`config.mk`:
```
export PLATFORM = sky130hd
export DESIGN_NAME = trig_sched
export DESIGN_NICKNAME = d
export VERILOG_FILES = /design/src/rtl/trig_sched_pkg.sv /design/src/rtl/counter.sv /design/src/rtl/trig_sched.sv
export SDC_FILE = /design/constraint.sdc
export NUM_CORES = 1
export LEC_CHECK = 0
export ABC_CLOCK_PERIOD_IN_PS = 10220
export CAP_MARGIN = 25
export CORE_MARGIN = 2
export CORE_UTILIZATION = 55
export CTS_CLUSTER_DIAMETER = 40
export DETAILED_ROUTE_END_ITERATION = 8
export GPL_ROUTABILITY_DRIVEN = 0
export MAX_ROUTING_LAYER = met4
export PLACE_DENSITY = 0.79
export SLEW_MARGIN = 20
export SYNTH_ARGS = -nofsm -noshare
export SYNTH_HDL_FRONTEND = slang
export SYNTH_SLANG_ARGS = --single-unit
```
`constraint.sdc`:
```
create_clock -name clk -period 10.22 [get_ports clk]
set_clock_uncertainty 0.05 [all_clocks]
set_input_delay 1.533 -clock clk [delete_from_list [all_inputs] [get_ports clk]]
set_output_delay 1.533 -clock clk [all_outputs]
set_load 0.005 [all_outputs]
```
`src/rtl/trig_sched_pkg.sv`:
```
// Shared types, widths and the round-robin pick used by the trig_sched event scheduler.
package trig_sched_pkg;

    localparam int WIDTH_DEF = 8;
    localparam int NCH_DEF   = 4;
    localparam int CHW       = $clog2(NCH_DEF);
    localparam int TAPW      = $clog2(WIDTH_DEF);
    localparam int NSLOT     = 1 << CHW;
    localparam int TSLOT     = 1 << TAPW;

    typedef enum logic {IDLE, OFFER} state_t;

    typedef struct packed {
        logic [TAPW-1:0] tap;
        logic            en;
    } chan_cfg_t;

    // First requester at or after ptr, wrapping; slots beyond NCH are always zero.
    function automatic logic [CHW-1:0] rr_pick(input logic [NSLOT-1:0] req,
                                               input logic [CHW-1:0]   ptr);
        logic [CHW-1:0] idx;
        rr_pick = ptr;
        for (int i = NSLOT - 1; i >= 0; i--) begin
            idx = ptr + CHW'(i);
            if (req[idx]) rr_pick = idx;
        end
    endfunction

endpackage

```
`src/rtl/counter.sv`:
```
// Free-running timebase; trig_out[k] pulses for one cycle every 2^(k+1) enabled cycles.
module counter #(
    parameter int WIDTH = 8
) (
    input  logic             clk,
    input  logic             n_rst,
    input  logic             n_en,
    output logic [WIDTH-1:0] count,
    output logic [WIDTH-1:0] trig_out
);

    always_ff @(posedge clk) begin
        if (!n_rst)
            count <= '0;
        else if (!n_en)
            count <= count + WIDTH'(1);
    end

    // Low bits all ones means the next enabled edge rolls bit k over.
    for (genvar k = 0; k < WIDTH; k++) begin : g_trig
        assign trig_out[k] = ~n_en & (&count[k:0]);
    end

endmodule

```
`src/rtl/trig_sched.sv`:
```
// Periodic event scheduler: per-channel taps on the counter timebase, pending flags, round-robin delivery.
// Optional TRIG_SCHED_OVERRUN_EN adds sticky per-channel overrun flags; otherwise ovr is tied to 0.
module trig_sched
    import trig_sched_pkg::*;
#(
    parameter int WIDTH = WIDTH_DEF,
    parameter int NCH   = NCH_DEF
) (
    input  logic             clk,
    input  logic             n_rst,
    input  logic             n_en,
    input  logic             cfg_we,
    input  logic [CHW-1:0]   cfg_ch,
    input  logic [TAPW-1:0]  cfg_tap,
    input  logic             cfg_en,
    output logic             ev_valid,
    output logic [CHW-1:0]   ev_ch,
    input  logic             ev_ready,
    output logic [NCH-1:0]   ovr,
    output logic [WIDTH-1:0] count
);

    logic [WIDTH-1:0] trig_out;
    logic [TSLOT-1:0] trig_ext;
    chan_cfg_t        cfg [NCH];
    logic [NCH-1:0]   pending, pending_n, hit, cfg_sel, cfg_clr, fire_clr, avail;
    logic [NSLOT-1:0] avail_pad;
    logic             fire;
    logic [CHW-1:0]   ptr_inc, rr_ptr, rr_ptr_n, ev_ch_n;
    logic             ev_valid_n;
    state_t           state, state_n;

    counter #(.WIDTH(WIDTH)) u_timebase (
        .clk      (clk),
        .n_rst    (n_rst),
        .n_en     (n_en),
        .count    (count),
        .trig_out (trig_out)
    );

    assign fire    = ev_valid & ev_ready;
    assign ptr_inc = (ev_ch == CHW'(NCH - 1)) ? '0 : ev_ch + CHW'(1);

    // Taps at or beyond WIDTH land in the zero padding and never fire.
    always_comb begin
        trig_ext              = '0;
        trig_ext[WIDTH-1:0]   = trig_out;
        avail_pad             = '0;
        for (int c = 0; c < NCH; c++) begin
            hit[c]      = cfg[c].en & trig_ext[cfg[c].tap];
            cfg_sel[c]  = cfg_we & (cfg_ch == CHW'(c));
            cfg_clr[c]  = cfg_sel[c] & ~cfg_en;
            fire_clr[c] = fire & (ev_ch == CHW'(c)) & ~hit[c];
        end
        avail                = pending & ~cfg_clr & ~fire_clr;
        pending_n            = (pending | hit) & ~cfg_clr & ~fire_clr;
        avail_pad[NCH-1:0]   = avail;
    end

    always_comb begin
        state_n    = state;
        ev_valid_n = ev_valid;
        ev_ch_n    = ev_ch;
        rr_ptr_n   = rr_ptr;
        case (state)
            IDLE: begin
                if (|avail) begin
                    state_n    = OFFER;
                    ev_valid_n = 1'b1;
                    ev_ch_n    = rr_pick(avail_pad, rr_ptr);
                end
            end
            OFFER: begin
                if (fire) begin
                    rr_ptr_n = ptr_inc;
                    if (|avail) begin
                        ev_ch_n = rr_pick(avail_pad, ptr_inc);
                    end else begin
                        state_n    = IDLE;
                        ev_valid_n = 1'b0;
                    end
                end
            end
            default: begin
                state_n    = IDLE;
                ev_valid_n = 1'b0;
            end
        endcase
    end

    always_ff @(posedge clk) begin
        if (!n_rst) begin
            state    <= IDLE;
            ev_valid <= 1'b0;
            ev_ch    <= '0;
            rr_ptr   <= '0;
            pending  <= '0;
            for (int c = 0; c < NCH; c++) cfg[c] <= '0;
        end else begin
            state    <= state_n;
            ev_valid <= ev_valid_n;
            ev_ch    <= ev_ch_n;
            rr_ptr   <= rr_ptr_n;
            pending  <= pending_n;
            for (int c = 0; c < NCH; c++) begin
                if (cfg_sel[c]) cfg[c] <= '{tap: cfg_tap, en: cfg_en};
            end
        end
    end

`ifdef TRIG_SCHED_OVERRUN_EN
    logic [NCH-1:0] ovr_q, ovr_set;

    // A re-hit on the channel being accepted this cycle is a fresh event, not an overrun.
    always_comb begin
        for (int c = 0; c < NCH; c++)
            ovr_set[c] = hit[c] & pending[c] & ~(fire & (ev_ch == CHW'(c)));
    end

    always_ff @(posedge clk) begin
        if (!n_rst)
            ovr_q <= '0;
        else
            ovr_q <= (ovr_q | ovr_set) & ~cfg_sel;
    end

    assign ovr = ovr_q;
`else
    assign ovr = '0;
`endif

endmodule

```
==> results.ini <==
[outcome]
status=completed

[floorplan]
core_area_um2=3740
die_h_um=67.2
num_rows=22
initial_core_util=0.586
io_pins=26
die_w_um=67.2
die-area_um2=4510

[routing]
num_vias=1823
wl_um=4600
drt_iter0_drc=115
wl_per_cell_um=14.8
ant_nets=0
first_pass_iters=4
routed_via_density=5.86
drc=0

[synthesis]
ys_top_cells_by_area=edfxtp_1, dfxtp_1, and2_1, ha_1, nand2_1
synth_area_um2=2190
synthDistinctLibCells=64
yosysTopAreaCell=edfxtp_1
syn_avg_cell_area_um2=9.14
synth_edf_count=16
synthCells=240
synth-seq-cells=34
synth_top_area_frac=0.219
synthArstFlopShare=0
yosysWarnings=0
seq_area_frac_synth=0.383
ys.flop_type=dfxtp_1

[worst_setup_path]
cp-start-kind=primary input
rr_worst_depth=16
worstSetupPathType=in2reg
r2r-end=ev_ch[0]
r2r_start=u_timebase.count[0]
regToRegSetupSlack_ps=5750
end_kind=flip-flop
worst-endpoint-arrival_ps=5220
crit_required_ps=10380
cp_max_fo=12

[finish]
final_common_cell=nand2_1
fin_nets=282
mostFrequentLayoutCells=nand2_1, nor2_1, clkdlybuf4s50_1
antenna-diode-count=0
drive_gt1_frac=0.0951
syn_to_final_growth_pct=16.9

[global_routing]
antenna_found_initial=0
grt_pass1_wl_um=7670
grt.met3_usage=0.0583
grt_pass1_vias=1643
grt_overflow=0
grt_max_degree=16
grt_busiest_layer=met2
met1_usage=0.315
grt_util_met2=0.355
grtUsageTotal=0.237

[hold_path]
holdPathStages=2
hp-start=pending[1]
hold_class=reg2reg
min_to=pending[1]

[run]
maxCapViolCount=0

[pwr]
leakagePower_nw=0.919
ir_worst_vdd_uv=93.9
power.density_nw_per_um2=149
totalPowerFinal_mw=0.381

[timing]
relSlewSlack=0.462
worstMarginPinSlew_ps=803
finalCritPeriodShare=0.495
finalWorstSetupSlack_ps=5170
slew_viol_final=0
min_period_ps=5050
rsz0062_at_grt=false
hold_viol=0
finalSetupTns_ps=0
max_freq_ghz=0.198
setup_viol=0

[clocking]
cts_buffer_depth=2
postCtsHoldBufs=0
h-tree-depth=2
cts_tree=yes
clk_pin_slew_worst_paths_ps=80
post_cts_resize_count=0
cts-root-buf=clkbuf_8
postCtsSetupRepairBufs=0
clk_latency_ps=290
clock-sinks=34
cts_made_buffers=5

[placement]
io_buffer_count=21
dpl_worst_slack_ps=4910
hpwl_um=3400

-- synth_stat cells (2+ instances only) --
library cell / count
ha_1: 9
nand2b_1: 4
and2_1: 18
clkbuf_1: 4
nor4bb_1: 2
nor3_1: 4
inv_1: 12
nor2b_1: 2
dfxtp_1: 18
a21oi_1: 14
a211oi_1: 2
nor2_1: 21
buf_4: 4
mux2i_1: 5
edfxtp_1: 16
nor3b_1: 2
nand2_1: 25
xor2_1: 4
nand3b_1: 3
nand4_1: 3
o31ai_1: 2
a22oi_1: 2
nand3_1: 8
o21ai_0: 13
a31oi_1: 4
-- through the flow --
stage | cell area, um2 | utilization | cells | hold slack [ps]
detailed placement | 2430 | 0.648 | 303 | 398
finish | 2560 | 0.685 | 311 | 407
global route | 2560 | 0.685 | 311 | 441
floorplan | 2200 | - | 243 | 381
global placement | 2430 | 0.648 | 303 | 392
CTS | 2560 | 0.685 | 311 | 409
-- sequential cells by signal, indices dropped and copies added (netlist names) --
name	count
cfg	16
pending	4
ev_valid	1
rr_ptr	2
ev_ch	2
u_timebase.count	8
state	1
-- worst max-delay path by stage --
stage | endpoint | slack, ps | startpoint
after floorplan | ev_ch[0] | 5990 | n_en
after global placement | ev_ch[0] | 5030 | n_en
after detailed placement | ev_ch[0] | 4910 | n_en
after CTS | ev_ch[0] | 5190 | n_en
after global routing | ev_ch[0] | 4860 | n_en
final | ev_ch[0] | 5170 | n_en
-- worst max-delay path, cell delays in order --
cell             delay, ps
clkdlybuf4s50_1        670
or4_1                  640
o211ai_1               100
nand3_1                120
a31oi_1                640
nor3b_1                210
ha_1                   240
nor2_1                 100
nand2_1                180
a31oi_1                200
o31ai_1                 90
a221o_1                300
a221oi_2               200
-- cell type report --
type                    count  area, um2
flip-flops and latches     34        841
inverters                  13       48.8
clock inverters             3       68.8
well taps                  48       60.1
repair buffers             21        210
clock buffers               5       68.8
fillers                   313       1180
multi-input cells         187       1270
-- power breakdown --
group / switching [mW] / internal [mW]
Sequential: 0.0106 / 0.152
Clock: 0.0540 / 0.0977
Combinational: 0.0373 / 0.0298
Total: 0.102 / 0.279
-- logic make-up (layout without fill, tap and decap cells) --
family                   after synthesis  count (layout)  synth area share
AO/OA/AOI/OAI                         61              61             0.214
XOR/XNOR                               5               5            0.0200
adder cells (fa/ha/maj)               11              11            0.0610
buffers and inverters                 22              42            0.0445
flip-flops                            34              34             0.383
multiplexers                           6               6            0.0331
other                                  1               4           0.00171
AND/OR/NAND/NOR                      100             100             0.242
-- routing by layer --
metal,part of all wire,vias up
met4,0.017,0
li1,-,916
met3,0.041,7
met1,0.48,851
met2,0.47,49
met5,0,-
Note: power is estimated with default switching activity, not from simulation.
